File: config.mk
export PLATFORM = sky130hd
export DESIGN_NAME = score_bcd_scheduler_flat
export DESIGN_NICKNAME = d
export VERILOG_FILES = /design/src/rtl/score_bcd_scheduler_pkg.sv /design/src/rtl/score_bcd_scheduler_if.sv /design/src/rtl/score_bcd_scheduler_bcd_adjust.sv /design/src/rtl/score_bcd_scheduler.sv /design/src/flat_wrapper.sv
export SDC_FILE = /design/constraint.sdc
export NUM_CORES = 1
export LEC_CHECK = 0
export ABC_AREA = 0
export BUFFER_PORTS_ARGS = -buffer_cell sky130_fd_sc_hd__buf_4
export CAP_MARGIN = 15
export CORE_ASPECT_RATIO = 0.8
export CORE_MARGIN = 5
export CORE_UTILIZATION = 50
export DETAILED_ROUTE_END_ITERATION = 10
export GPL_TIMING_DRIVEN = 1
export PLACE_DENSITY = 0.7
export SLEW_MARGIN = 25
export SYNTH_ARGS = -nofsm -noshare
export SYNTH_HDL_FRONTEND = slang
export SYNTH_SLANG_ARGS = --single-unit
File: constraint.sdc
create_clock -name clk -period 7.49 [get_ports clk]
set_clock_uncertainty 0.05 [all_clocks]
set_input_delay 2.247 -clock clk [delete_from_list [all_inputs] [get_ports clk]]
set_output_delay 2.247 -clock clk [all_outputs]
set_load 0.05 [all_outputs]
File: src/rtl/score_bcd_scheduler_pkg.sv
`default_nettype none
// +----------------------------------------------------------------------+
// | score_bcd_scheduler_pkg: shared sizing helpers and FSM encoding      |
// | Rev 1.0                                                              |
// +----------------------------------------------------------------------+
package score_bcd_scheduler_pkg;

   localparam int c_digits_default = 4;
   localparam int c_bcd_w_default  = 4 * c_digits_default;

   typedef enum logic [1:0] {
      ST_IDLE   = 2'd0,
      ST_SHIFT  = 2'd1,
      ST_COMMIT = 2'd2
   } state_e;

   // Bits needed to index n values (ceil log2).
   function automatic int logb2(input int n);
      int r;
      r = 0;
      for (int i = 0; i < 31; i++) begin
         if ((1 << i) < n) r = i + 1;
      end
      return r;
   endfunction

   function automatic int bcd_width(input int digits);
      return 4 * digits;
   endfunction

   function automatic int bcd_max(input int digits);
      int r;
      r = 1;
      for (int i = 0; i < digits; i++) r = r * 10;
      return r - 1;
   endfunction

endpackage
`default_nettype wire

File: src/rtl/score_bcd_scheduler_if.sv
`default_nettype none
// +----------------------------------------------------------------------+
// | score_bcd_scheduler_if: score inputs and BCD result outputs          |
// | Rev 1.0                                                              |
// +----------------------------------------------------------------------+
interface score_bcd_scheduler_if #(
   parameter int SB    = 10,
   parameter int BCD_W = 16
);
   logic [SB-1:0]    score;
   logic             game_over;
   logic [BCD_W-1:0] score_bcd;
   logic [BCD_W-1:0] high_bcd;
   logic             busy;
   logic             new_high;

   modport master (
      output score, game_over,
      input  score_bcd, high_bcd, busy, new_high
   );

   modport slave (
      input  score, game_over,
      output score_bcd, high_bcd, busy, new_high
   );
endinterface
`default_nettype wire

File: src/rtl/score_bcd_scheduler_bcd_adjust.sv
`default_nettype none
// +----------------------------------------------------------------------+
// | score_bcd_scheduler_bcd_adjust (bcd_adjust): add 3 to a digit >= 5   |
// | Rev 1.0                                                              |
// +----------------------------------------------------------------------+
module score_bcd_scheduler_bcd_adjust (
   input  wire logic [3:0] din,
   output logic      [3:0] dout
);
   assign dout = (din >= 4'd5) ? din + 4'd3 : din;
endmodule
`default_nettype wire

File: src/rtl/score_bcd_scheduler.sv
`default_nettype none
// +----------------------------------------------------------------------+
// | score_bcd_scheduler: one double-dabble converter shared by the live  |
// | score and the high score. Rev 1.0                                    |
// +----------------------------------------------------------------------+
module score_bcd_scheduler
   import score_bcd_scheduler_pkg::*;
#(
   parameter int H      = 32,
   parameter int V      = 32,
   parameter int DIGITS = c_digits_default
) (
   input  wire logic             clk,
   input  wire logic             rst_n,
   score_bcd_scheduler_if.slave  bus
);
   localparam int SB    = logb2(H * V);
   localparam int BCD_W = bcd_width(DIGITS);
   localparam int CW    = logb2(SB + 1);
   localparam int c_sat = bcd_max(DIGITS);

   state_e           state_q, state_d;
   logic [SB-1:0]    op_q, op_d;
   logic [BCD_W-1:0] acc_q, acc_d;
   logic [CW-1:0]    cnt_q, cnt_d;
   logic             sel_high_q, sel_high_d;
   logic [SB-1:0]    last_live_q, last_live_d;
   logic [SB-1:0]    high_raw_q, high_raw_d;
   logic             high_pend_q, high_pend_d;
   logic             game_over_q;
   logic [BCD_W-1:0] score_bcd_q, score_bcd_d;
   logic [BCD_W-1:0] high_bcd_q, high_bcd_d;

   logic [BCD_W-1:0]    w_adj;
   logic [BCD_W+SB-1:0] w_shift;
   logic                w_new_high;

   function automatic logic [SB-1:0] saturate(input logic [SB-1:0] v);
      return (32'(v) > c_sat) ? SB'(c_sat) : v;
   endfunction

   for (genvar i = 0; i < DIGITS; i++) begin : g_digit
      score_bcd_scheduler_bcd_adjust u_bcd_adjust (
         .din  (acc_q[4*i +: 4]),
         .dout (w_adj[4*i +: 4])
      );
   end

   assign w_shift    = {w_adj, op_q} << 1;
   assign w_new_high = bus.game_over && !game_over_q && (bus.score > high_raw_q);

   always_comb begin
      state_d     = state_q;
      op_d        = op_q;
      acc_d       = acc_q;
      cnt_d       = cnt_q;
      sel_high_d  = sel_high_q;
      last_live_d = last_live_q;
      high_raw_d  = high_raw_q;
      high_pend_d = high_pend_q;
      score_bcd_d = score_bcd_q;
      high_bcd_d  = high_bcd_q;

      case (state_q)
         ST_IDLE: begin
            // A game-over hit seen this cycle already counts as a HIGH request.
            if (high_pend_q || w_new_high) begin
               state_d    = ST_SHIFT;
               sel_high_d = 1'b1;
               op_d       = saturate(w_new_high ? bus.score : high_raw_q);
               acc_d      = '0;
               cnt_d      = '0;
            end else if (bus.score != last_live_q) begin
               state_d     = ST_SHIFT;
               sel_high_d  = 1'b0;
               op_d        = saturate(bus.score);
               last_live_d = bus.score;
               acc_d       = '0;
               cnt_d       = '0;
            end
         end
         ST_SHIFT: begin
            acc_d = w_shift[BCD_W+SB-1:SB];
            op_d  = w_shift[SB-1:0];
            cnt_d = cnt_q + 1'b1;
            if (cnt_q == CW'(SB - 1)) state_d = ST_COMMIT;
         end
         ST_COMMIT: begin
            if (sel_high_q) begin
               high_bcd_d  = acc_q;
               high_pend_d = 1'b0;
            end else begin
               score_bcd_d = acc_q;
            end
            state_d = ST_IDLE;
         end
         default: state_d = ST_IDLE;
      endcase

      // A new high arriving during a HIGH commit must stay pending.
      if (w_new_high) begin
         high_raw_d  = bus.score;
         high_pend_d = 1'b1;
      end
   end

   always_ff @(posedge clk or negedge rst_n) begin
      if (!rst_n) begin
         state_q     <= ST_IDLE;
         op_q        <= '0;
         acc_q       <= '0;
         cnt_q       <= '0;
         sel_high_q  <= 1'b0;
         last_live_q <= '0;
         high_raw_q  <= '0;
         high_pend_q <= 1'b0;
         game_over_q <= 1'b0;
         score_bcd_q <= '0;
         high_bcd_q  <= '0;
      end else begin
         state_q     <= state_d;
         op_q        <= op_d;
         acc_q       <= acc_d;
         cnt_q       <= cnt_d;
         sel_high_q  <= sel_high_d;
         last_live_q <= last_live_d;
         high_raw_q  <= high_raw_d;
         high_pend_q <= high_pend_d;
         game_over_q <= bus.game_over;
         score_bcd_q <= score_bcd_d;
         high_bcd_q  <= high_bcd_d;
      end
   end

   assign bus.score_bcd = score_bcd_q;
   assign bus.high_bcd  = high_bcd_q;
   assign bus.busy      = (state_q != ST_IDLE);
   assign bus.new_high  = rst_n && w_new_high;

endmodule
`default_nettype wire

File: src/flat_wrapper.sv
// flat-port wrapper written by rule: the top's interface ports become plain ports
module score_bcd_scheduler_flat import score_bcd_scheduler_pkg::*;
#(
   parameter int H      = 32,
   parameter int V      = 32,
   parameter int DIGITS = c_digits_default
)
  (clk, rst_n, bus_score, bus_game_over, bus_score_bcd, bus_high_bcd, bus_busy, bus_new_high);
  score_bcd_scheduler_if #(.SB((10)), .BCD_W((16))) bus_i ();
  input  wire logic clk;
  input  wire logic rst_n;
  input wire logic [$bits(bus_i.score)-1:0] bus_score;
  input wire logic [$bits(bus_i.game_over)-1:0] bus_game_over;
  output wire logic [$bits(bus_i.score_bcd)-1:0] bus_score_bcd;
  output wire logic [$bits(bus_i.high_bcd)-1:0] bus_high_bcd;
  output wire logic [$bits(bus_i.busy)-1:0] bus_busy;
  output wire logic [$bits(bus_i.new_high)-1:0] bus_new_high;
  assign bus_i.score = bus_score;
  assign bus_i.game_over = bus_game_over;
  assign bus_score_bcd = bus_i.score_bcd;
  assign bus_high_bcd = bus_i.high_bcd;
  assign bus_busy = bus_i.busy;
  assign bus_new_high = bus_i.new_high;
  score_bcd_scheduler #(.H(H), .V(V), .DIGITS(DIGITS)) u_core (.clk(clk), .rst_n(rst_n), .bus(bus_i));
endmodule
==> summary.md <==
The flow ran to the end, and the final reports show no timing, DRC or antenna violations. The clock buffer count from CTS is 9, and the number of nets in the layout is 455. The Yosys step of the flow raised 0 warnings.

The area growth from synthesis to layout works out to 16.6%. Global-route wire length before repair: 14.5 mm. The worst setup path is of the in2out kind. The completed layout was analyzed and its total power is 2.06 mW. The total nets after synthesis came out at 409.

The analysis attributes to cell leakage a power of 2.30 nW. Sequential cells were found to cover 51.9% of the synthesized design area. Once detailed placement completed, the half-perimeter wirelength came to 5.94 mm. The wire length per cell came out at 15.8 um. The die is 92.0 um tall.

The detailed-route vias per instance works out to 5.41. For this design the top-level I/O count stands at 47. The count of flip-flops with a built-in enable after synthesis works out to 0.

Static timing analysis puts the maximum clock frequency at 164 MHz. Clock tree synthesis found a total of 87 sinks. The arrival time of the worst setup path is 3790 ps.

Kind of start point of the critical path: a primary input. On the final layout, the worst hold slack is 448 ps. Total routing usage reported by global routing: 17.3%. The area of the core is 8060 um2.

The tools report the post-route worst setup slack as 1410 ps. Setup repair after global routing left no endpoint under its margin. Summed over all failing endpoints, the final setup total negative slack is 0 ps. Dominant synthesized flop cell: dfrtp_1. Together, buffers and inverters on the worst path number 2. Highest-delay cell along the critical path: o311ai_2. Clock-pin slew was measured on the worst setup and hold paths at 100 ps. The count of port buffers added during placement came out at 46.

Number of levels in the clock H-tree: 3. Walking the worst path, the cells encountered are buf_4, ha_1, nand4_1, o311ai_2, nor2_2, and2_1, buf_4. The final number of hold-violating endpoints is 0. For the worst-skew pair, the clock arrives at the later sink with an insertion delay of 360 ps. The transition time at the pin with the least slew margin is 966 ps. The tools report the global-route congestion overflow total as 0.

For this block, the routed nets add up to 8.45 mm of wire. The tools report the number of detailed-routing iterations run before antenna repair as 4. The total DRC errors in the routed layout was 0.

In the synthesized netlist, the number of instances is 376. The total of flip-flops plus latches after synthesis is 87. For the number of max-slew violations in the final report, the log shows 0. TritonCTS built the clock tree.

The largest single stage delay on the critical path is 460 ps. The critical path's most frequent cell was buf_4. The synthesized area is 4200 um2, and the count of nets left with antenna violations after detail routing is 0. Clock tree synthesis selected as its root buffer the cell clkbuf_8. For the worst setup path, the data required time is 5190 ps.

The critical path's top delay family is compound AO/OA/AOI/OAI gates. The number of gates resized after CTS was 0. The congestion estimate from routability-driven global placement came to 0.793. The run gives 52.1% as the initial standard-cell utilization of the core. After floorplanning, the core was divided into 29 placement rows. From left edge to right edge, the die measures 112 um. The shortest clock period the worst path allows after layout works out to 6080 ps. In this run the worst hold path is classified as reg2reg. Setup violations remaining at the end of the flow were counted as 0.

The tools report the nature of the critical path endpoint as an output port. For the hold buffer count at CTS, the log shows 0. VDD sags by at most 0.199 mV. The logs give 162 for the violation count after the first detailed-route iteration and 10300 um2 for the area enclosed by the die boundary. The run gives 74 as the maximum number of pins on one net before global-route repair. Timing analysis after detailed placement gives a worst setup slack of 1420 ps. Counting flops with an async set or reset pin after synthesis yields a share of 100%.

For this design the ratio of total power to cell area is 420 nW/um2. The mean instance size in the synthesized netlist was 11.2 um2. The top fanout value on the critical path came out at 5. Max-cap violations in this run came to 0.

The relative slew slack was 35.0%; the via count of the first global-routing pass was 2860. The initial antenna violation count came out at 0. In this run the deepest clock path goes through 2 buffers. Of the cells placed in the final design, the portion with a size suffix greater than 1 is 25.5%.

The post-route clock period utilization was 81.2%; the number of buffers added for setup after CTS was 0. The number of vias in the routed layout is 2896. In this run, distinct cell masters in the synthesized netlist total 39.

0 antenna diodes ended up in the layout.
## flip-flops by register name, summed over array words and instances (netlist names)
register              cells
u_core.acc_q             16
u_core.bus.high_bcd      16
u_core.bus.score_bcd     16
u_core.high_raw_q        10
u_core.last_live_q       10
u_core.op_q              10
u_core.cnt_q              4
u_core.state_q            2
u_core.game_over_q        1
u_core.high_pend_q        1
u_core.sel_high_q         1
## cell families (layout without fill, tap and decap cells)
kind of cell,after synthesis,in the layout,synth area share [%]
adder cells (fa/ha/maj),20,20,5.96
flip-flops,87,87,51.9
AND/OR/NAND/NOR,79,79,8.97
buffers and inverters,47,98,4.29
multiplexers,47,47,12.3
AO/OA/AOI/OAI,82,82,13.7
XOR/XNOR,14,14,2.92
## final timing paths
check | from | to | slack (ps) | depth (start not counted)
worst max-delay path | bus_score[9] | bus_new_high | 1410 | 7
worst min-delay path | u_core.bus.high_bcd[4] | u_core.bus.high_bcd[4] | 450 | 2
worst max register to register | u_core.high_raw_q[9] | u_core.last_live_q[9] | 4470 | 8
worst min register to register | u_core.bus.high_bcd[4] | u_core.bus.high_bcd[4] | 450 | 2
max in group asynchronous | rst_n | u_core.bus.high_bcd[7] | 4550 | 2
min in group asynchronous | rst_n | u_core.last_live_q[1] | 1680 | 1
## worst min-delay path, stage by stage (launching register included)
cell	delay, ps
dfrtp_1	360
nand2_1	50
o21ai_0	60
## synth_stat cells, types with 2 or more instances
cell / number / area (um2)
a211o_1: 2 / 17.5
a21o_1: 2 / 15.0
a21oi_1: 9 / 45.0
a22o_1: 15 / 131
buf_2: 3 / 15.0
clkbuf_1: 12 / 45.0
dfrtp_1: 87 / 2180
ha_1: 20 / 250
inv_1: 32 / 120
mux2_2: 37 / 417
mux2i_1: 10 / 100
nand2_1: 44 / 165
nand2b_1: 7 / 43.8
nand3_1: 2 / 10.0
nand4_1: 4 / 25.0
nor2_1: 9 / 33.8
nor2b_1: 2 / 12.5
nor3_1: 2 / 10.0
nor3b_1: 3 / 22.5
o211ai_1: 3 / 22.5
o21ai_0: 30 / 150
o221ai_1: 9 / 78.8
o2bb2ai_1: 4 / 35.0
xnor2_1: 12 / 105
xor2_1: 2 / 17.5
## per-stage QoR
step | instances | cell area, um2 | utilization, %
final | 535 | 4890 | 60.8
after global routing | 535 | 4890 | 60.8
after CTS | 534 | 4880 | 60.6
after detailed placement | 518 | 4660 | 57.8
after global placement | 518 | 4660 | 57.8
after floorplan | 376 | 4200 | -
## metal layers
| layer | GRT usage [%] | wire length (um) |
|---|---|---|
| met1 | 26.2 | 4330 |
| met2 | 25.1 | 3670 |
| met3 | 4.87 | 395 |
| met4 | 2.90 | 59 |
| met5 | 0 | 0 |
## where the power goes
part           switching (mW)  internal (mW)  total [mW]
logic                   0.504          0.371       0.875
clock network           0.177          0.192       0.369
registers               0.162          0.649       0.811
## placed cells by master (no fill, tap or decap), types with 3 or more instances in the layout
master,count
buf_4,49
xnor2_1,12
nand4_1,4
nor2_1,9
o21ai_0,30
o2bb2ai_1,4
nand2_1,44
o221ai_1,9
mux2_2,37
a22o_1,15
inv_6,3
ha_1,20
clkbuf_8,9
mux2i_1,10
o211ai_1,3
inv_1,32
nand2b_1,7
a21oi_1,9
dfrtp_1,87
## cell type report
| class | count | area (um2) |
|---|---|---|
| fillers | 690 | 3160 |
| clock inverters | 7 | 103 |
| multi-input cells | 242 | 1860 |
| inverters | 32 | 120 |
| flip-flops and latches | 87 | 2180 |
| well taps | 108 | 135 |
| repair buffers | 50 | 379 |
| clock buffers | 9 | 124 |
(Power assumes the default switching activity.)
